**config.mk**
```make
export PLATFORM = sky130hd
export DESIGN_NAME = ram_bist_ctrl
export DESIGN_NICKNAME = d
export VERILOG_FILES = /design/src/rtl/ram_bist_ctrl.sv
export SDC_FILE = /design/constraint.sdc
export NUM_CORES = 1
export LEC_CHECK = 0
export CORE_ASPECT_RATIO = 0.75
export CORE_UTILIZATION = 25
export CTS_CLUSTER_SIZE = 28
export DETAILED_ROUTE_END_ITERATION = 10
export GPL_TIMING_DRIVEN = 0
export PLACE_DENSITY = 0.43
export SLEW_MARGIN = 20
export SYNTH_ARGS = -nofsm -noshare
export SYNTH_HDL_FRONTEND = slang
export SYNTH_SLANG_ARGS = --single-unit
```
**constraint.sdc**
```tcl
create_clock -name clk -period 2.4 [get_ports clk]
set_input_delay 0.24 -clock clk [delete_from_list [all_inputs] [get_ports clk]]
set_output_delay 0.24 -clock clk [all_outputs]
set_load 0.005 [all_outputs]
```
**src/rtl/ram_bist_ctrl.sv**
```systemverilog
// March-style BIST initiator for the dual-port RAM.
// Optional RAM_BIST_ADDR_DATA_EN: address-dependent background data.
module ram_bist_ctrl #(
  parameter int               ADDR_W = 8,
  parameter int               DATA_W = 4,
  parameter int               DEPTH  = 256,
  parameter logic [DATA_W-1:0] PAT   = 4'hA
) (
  input  logic              clk,
  input  logic              rst,
  input  logic              start,
  output logic              write_en,
  output logic [ADDR_W-1:0] write_addr,
  output logic [DATA_W-1:0] write_data,
  output logic              read_en,
  output logic [ADDR_W-1:0] read_addr,
  input  logic [DATA_W-1:0] read_data,
  output logic              busy,
  output logic              done,
  output logic              pass,
  output logic [ADDR_W-1:0] fail_addr,
  output logic [7:0]        err_cnt
);

`ifdef RAM_BIST_ADDR_DATA_EN
  localparam logic ADDR_MIX = 1'b1;
`else
  localparam logic ADDR_MIX = 1'b0;
`endif

  localparam logic [ADDR_W-1:0] LAST = ADDR_W'(DEPTH - 1);
  localparam logic [ADDR_W-1:0] ONE  = ADDR_W'(1);

  typedef enum logic [2:0] {
    IDLE,
    WR_BKG,
    RD_BKG,
    WR_INV,
    RD_INV,
    DRAIN,
    DONE
  } state_e;

  state_e              state_q;
  logic [ADDR_W-1:0]   cnt_q;
  logic                we_q;
  logic [ADDR_W-1:0]   waddr_q;
  logic [DATA_W-1:0]   wdata_q;
  logic                re_q;
  logic [ADDR_W-1:0]   raddr_q;
  logic [DATA_W-1:0]   rexp_q;

  logic                cmp_vld_q;
  logic [DATA_W-1:0]   cmp_exp_q;
  logic [ADDR_W-1:0]   cmp_addr_q;

  logic [7:0]          err_q, err_d;
  logic [ADDR_W-1:0]   fail_q, fail_d;
  logic                seen_q, seen_d;
  logic                busy_q;
  logic                done_q;
  logic                pass_q;

  logic                start_go;
  logic                miss;

  // Background value for an address; inverse phases use its complement.
  function automatic logic [DATA_W-1:0] bkg_f(input logic [ADDR_W-1:0] a);
    return PAT ^ (DATA_W'(a) & {DATA_W{ADDR_MIX}});
  endfunction

  assign start_go = start && (state_q == IDLE || state_q == DONE);

  // March sequencer: state, address counter and registered RAM port drive.
  always_ff @(posedge clk or posedge rst) begin
    if (rst) begin
      state_q <= IDLE;
      cnt_q   <= '0;
      we_q    <= 1'b0;
      waddr_q <= '0;
      wdata_q <= '0;
      re_q    <= 1'b0;
      raddr_q <= '0;
      rexp_q  <= '0;
    end else begin
      we_q    <= 1'b0;
      waddr_q <= '0;
      wdata_q <= '0;
      re_q    <= 1'b0;
      raddr_q <= '0;
      rexp_q  <= '0;
      case (state_q)
        IDLE, DONE: begin
          if (start) begin
            state_q <= WR_BKG;
            cnt_q   <= '0;
          end
        end
        WR_BKG: begin
          we_q    <= 1'b1;
          waddr_q <= cnt_q;
          wdata_q <= bkg_f(cnt_q);
          if (cnt_q == LAST) begin
            state_q <= RD_BKG;
            cnt_q   <= '0;
          end else begin
            cnt_q <= cnt_q + ONE;
          end
        end
        RD_BKG: begin
          re_q    <= 1'b1;
          raddr_q <= cnt_q;
          rexp_q  <= bkg_f(cnt_q);
          if (cnt_q == LAST) begin
            state_q <= WR_INV;
            cnt_q   <= LAST;
          end else begin
            cnt_q <= cnt_q + ONE;
          end
        end
        WR_INV: begin
          we_q    <= 1'b1;
          waddr_q <= cnt_q;
          wdata_q <= ~bkg_f(cnt_q);
          if (cnt_q == '0) begin
            state_q <= RD_INV;
            cnt_q   <= LAST;
          end else begin
            cnt_q <= cnt_q - ONE;
          end
        end
        RD_INV: begin
          re_q    <= 1'b1;
          raddr_q <= cnt_q;
          rexp_q  <= ~bkg_f(cnt_q);
          if (cnt_q == '0) begin
            state_q <= DRAIN;
            cnt_q   <= '0;
          end else begin
            cnt_q <= cnt_q - ONE;
          end
        end
        DRAIN: begin
          state_q <= DONE;
        end
        default: begin
          state_q <= IDLE;
          cnt_q   <= '0;
        end
      endcase
    end
  end

  // Compare pipeline: capture what the in-flight read should return.
  always_ff @(posedge clk or posedge rst) begin
    if (rst) begin
      cmp_vld_q  <= 1'b0;
      cmp_exp_q  <= '0;
      cmp_addr_q <= '0;
    end else begin
      cmp_vld_q  <= re_q;
      cmp_exp_q  <= rexp_q;
      cmp_addr_q <= raddr_q;
    end
  end

  // Mismatch detection, saturating error count and first-fail capture.
  always_comb begin
    miss   = cmp_vld_q && (read_data != cmp_exp_q);
    err_d  = err_q;
    fail_d = fail_q;
    seen_d = seen_q;
    if (miss) begin
      if (err_q != 8'hFF) begin
        err_d = err_q + 8'd1;
      end
      if (!seen_q) begin
        fail_d = cmp_addr_q;
      end
      seen_d = 1'b1;
    end
  end

  // Result and status registers; verdict lands once the last compare retires.
  always_ff @(posedge clk or posedge rst) begin
    if (rst) begin
      err_q  <= '0;
      fail_q <= '0;
      seen_q <= 1'b0;
      busy_q <= 1'b0;
      done_q <= 1'b0;
      pass_q <= 1'b0;
    end else if (start_go) begin
      err_q  <= '0;
      fail_q <= '0;
      seen_q <= 1'b0;
      busy_q <= 1'b1;
      done_q <= 1'b0;
      pass_q <= 1'b0;
    end else begin
      err_q  <= err_d;
      fail_q <= fail_d;
      seen_q <= seen_d;
      if (state_q == DONE && busy_q) begin
        busy_q <= 1'b0;
        done_q <= 1'b1;
        pass_q <= (err_d == 8'd0);
      end
    end
  end

  assign write_en   = we_q;
  assign write_addr = waddr_q;
  assign write_data = wdata_q;
  assign read_en    = re_q;
  assign read_addr  = raddr_q;
  assign busy       = busy_q;
  assign done       = done_q;
  assign pass       = pass_q;
  assign fail_addr  = fail_q;
  assign err_cnt    = err_q;

endmodule

```
==> flow_summary.yaml <==
outcome:
  status: "completed"
synthesis:
  avgSynthCellArea_sq_um: 10.2
  synth_cell_type_count: 51
  syn_nets: 305
  synthCells: 293
  synth_seq_area_share: 0.538
  synth_flop_cell: "dfrtp_1"
  yosysWarnings: 0
  ys_ff_latch: 64
  synth_area_sq_um: 2970
  async_flop_share: 1.00
  synth_edf_count: 0
clock_tree:
  root_buffer: "clkbuf_16"
  cts_made_buffers: 9
  cts_sinks: 64
  post_cts_buffers: 0
  cts_tree: "built"
  clk_path_buf_depth: 2
  clkTransAtPathRegs_ns: 0.05
  h-tree-depth: 3
  clk_latency_ns: 0.33
sta:
  hold_viol_final: 0
  timing.fmax_mhz: 438
  fin_crit_ns: 2.28
  period_share: 0.950
  max_slew.worst_pin.slew_ns: 1.17
  skew_ns: 0.00469
  tns_ns: 0
  setup_ws_ns: 0.119
  setup-violations-final: 0
  slew_headroom: 0.215
  slew_violations: 0
  rsz0062_at_grt: "yes"
detailed_routing:
  drt-initial-drc-count: 134
  drtPass1Iterations: 4
  wl_per_cell_um: 14.6
  routed_wl_um: 7540
  dr_total_vias: 2372
  drc: 0
  vias_per_cell: 4.58
  postRouteAntennaNets: 0
pwr:
  leakagePower_nw: 1.70
  p_sw_w: 0.000492
  power_per_cell_area_nw_per_um2: 628
  combinationalPowerShare: 0.032
  seqPwrFrac: 0.436
  ir_drop_mv: 0.294
  p_sw_frac: 0.195
  power_w: 0.00252
  intPower_w: 0.00203
  clock_power_share: 0.532
final_layout:
  layout_commonest_cell: "dfrtp_1"
  n_antenna_cell: 0
  num-nets-final: 364
  syn_to_final_growth_pct: 34.9
  drive_gt1_frac: 0.0843
  mostFrequentLayoutCells: "64 x dfrtp_1, 47 x clkdlybuf4s50_1, 29 x nor2_1, 22 x o21ai_0, 21 x nand2_1"
setup_path:
  crit_path_cell_trace: "inv_1, ha_1, or4b_4, o21ai_4, nand2_2, a221oi_1, o221ai_1"
  critical_path_class: "reg2reg"
  crit_start: "cnt_q[0]"
  cp.arrival_ns: 2.47
  cp_slowest_stage_delay_ns: 0.51
  timing.rr.end: "cnt_q[5]"
  worst_setup_path_end_kind: "flip-flop"
  required_ns: 2.58
  r2r_cells: 7
  crit_path_start_kind: "flip-flop"
  rrSetupSlack_ns: 0.12
  worst-path-max-fanout: 10
  r2r-start: "cnt_q[0]"
  critPathSlowestCell: "or4b_4"
global_route:
  grt_max_degree: 50
  grt_use_total: 0.131
  grt_pass1_wl_um: 12200
  globalRouteOverflowTotal: 0
  first_global_vias: 2304
  antenna_found_initial: 0
floorplan:
  start_util: 0.257
  die_x_um: 128
  ios: 48
  die_h_um: 96.5
  dieArea_sq_um: 12300
  core_sq_um: 11600
  row_count: 34
placed_design:
  dp_hpwl_um: 5320
  port_buffers: 47
  place_ws_ns: -0.102
  gp_congestion: 0.817
run:
  maxCapViolCount: 0
min_path:
  hp-class: "in2async"
-- worst max path at each step --
stage | endpoint | slack (ns) | cells past startpoint
finish | cnt_q[5] | 0.12 | 7
global route | state_q[0] | -0.02 | 7
CTS | cnt_q[5] | 0.05 | 7
detailed placement | cnt_q[5] | -0.10 | 7
global placement | cnt_q[0] | -0.67 | 2
floorplan | cnt_q[5] | 0.29 | 7
-- per-stage QoR --
stage / util / cell area (sq um) / std cells / hold WS [ns]
finish: 0.347 / 4010 / 518 / 0.196
global route: 0.347 / 4010 / 518 / 0.221
CTS: 0.345 / 3990 / 518 / 0.196
detailed placement: 0.318 / 3680 / 503 / 0.340
global placement: 0.315 / 3650 / 502 / 0.336
floorplan: - / 2970 / 293 / 0.331
-- per-layer routing --
metal | GRT usage | vias up | routed length (um)
li1 | - | 1162 | -
met1 | 0.191 | 1148 | 4090
met2 | 0.180 | 53 | 2970
met3 | 0.0419 | 9 | 392
met4 | 0.0451 | 0 | 88
met5 | 0 | - | 0
-- final cells by class --
cell class | instances | area (sq um)
sequential | 64 | 1600
fill | 1200 | 7560
clock inverter | 4 | 70.1
buffer | 12 | 55.1
inverter | 9 | 36.3
clock buffer | 11 | 233
timing repair buffer | 48 | 498
multi-input combinational | 208 | 1320
tap | 162 | 203
-- logic make-up (layout without fill, tap and decap cells) --
| family | Yosys count | in the layout | synth area share |
|---|---|---|---|
| compound gates | 61 | 61 | 0.131 |
| xor+xnor | 8 | 8 | 0.0236 |
| fa+ha+maj | 5 | 5 | 0.0210 |
| buf+inv | 21 | 84 | 0.0299 |
| flops | 64 | 64 | 0.538 |
| mux | 11 | 11 | 0.0370 |
| simple gates | 123 | 123 | 0.219 |
-- cell usage after synthesis (2+ instances only) --
cell type | number | share of area
nand3b_1 | 2 | 0.0050
and2_1 | 8 | 0.017
or3_1 | 2 | 0.0042
nor3b_1 | 4 | 0.010
nor2_1 | 30 | 0.038
o21ai_0 | 22 | 0.037
clkbuf_1 | 8 | 0.010
nand4_1 | 4 | 0.0084
mux2i_1 | 11 | 0.037
nor2b_1 | 12 | 0.025
nor3_1 | 11 | 0.019
nand3_1 | 9 | 0.015
nand2_1 | 22 | 0.028
xnor2_1 | 2 | 0.0059
buf_4 | 2 | 0.0050
o31ai_1 | 2 | 0.0050
buf_2 | 2 | 0.0034
dfrtp_1 | 64 | 0.54
o22ai_1 | 5 | 0.011
o211ai_1 | 2 | 0.0050
nor4b_1 | 2 | 0.0059
ha_1 | 5 | 0.021
a21o_1 | 2 | 0.0050
nand2b_1 | 3 | 0.0063
or4b_1 | 2 | 0.0067
inv_1 | 9 | 0.011
a21oi_1 | 12 | 0.020
o221ai_1 | 2 | 0.0059
a221oi_1 | 2 | 0.0059
and3_1 | 4 | 0.0084
xor2_1 | 6 | 0.018
-- state kept, by name, summed over array words and instances, names as in the netlist, 2 cells and up --
name        cells
cmp_addr_q      8
cmp_exp_q       2
cnt_q           8
err_cnt         8
fail_addr       8
read_addr       8
rexp_q          2
state_q         3
write_addr      8
write_data      2
-- power groups by stage --
stage / sequential (W) / clock [W] / combinational, W
3_3_place_gp: 0.00112 / 0 / 0.0000755
3_5_place_dp: 0.00112 / 0 / 0.0000829
5_1_grt: 0.00110 / 0.00143 / 0.0000916
2_1_floorplan: 0.00112 / 0 / 0.0000360
6_report: 0.00110 / 0.00134 / 0.0000805
4_1_cts: 0.00110 / 0.00139 / 0.0000832
-- critical path: cells and delay by family (launching register included) --
kind | cells | cell delay, ns
flip-flops | 1 | 0.43
buffers and inverters | 1 | 0.18
AO/OA/AOI/OAI | 3 | 0.65
adder cells (fa/ha/maj) | 1 | 0.18
AND/OR/NAND/NOR | 2 | 0.69
-- timing repair --
item / CTS / global route
endpoints found under the setup margin: 3 / 11
resized for setup: 3 / 5
cloned: 0 / 0
hold buffers: 0 / 0
pin swaps: 0 / 0
Power figures use the tool's default switching activity.
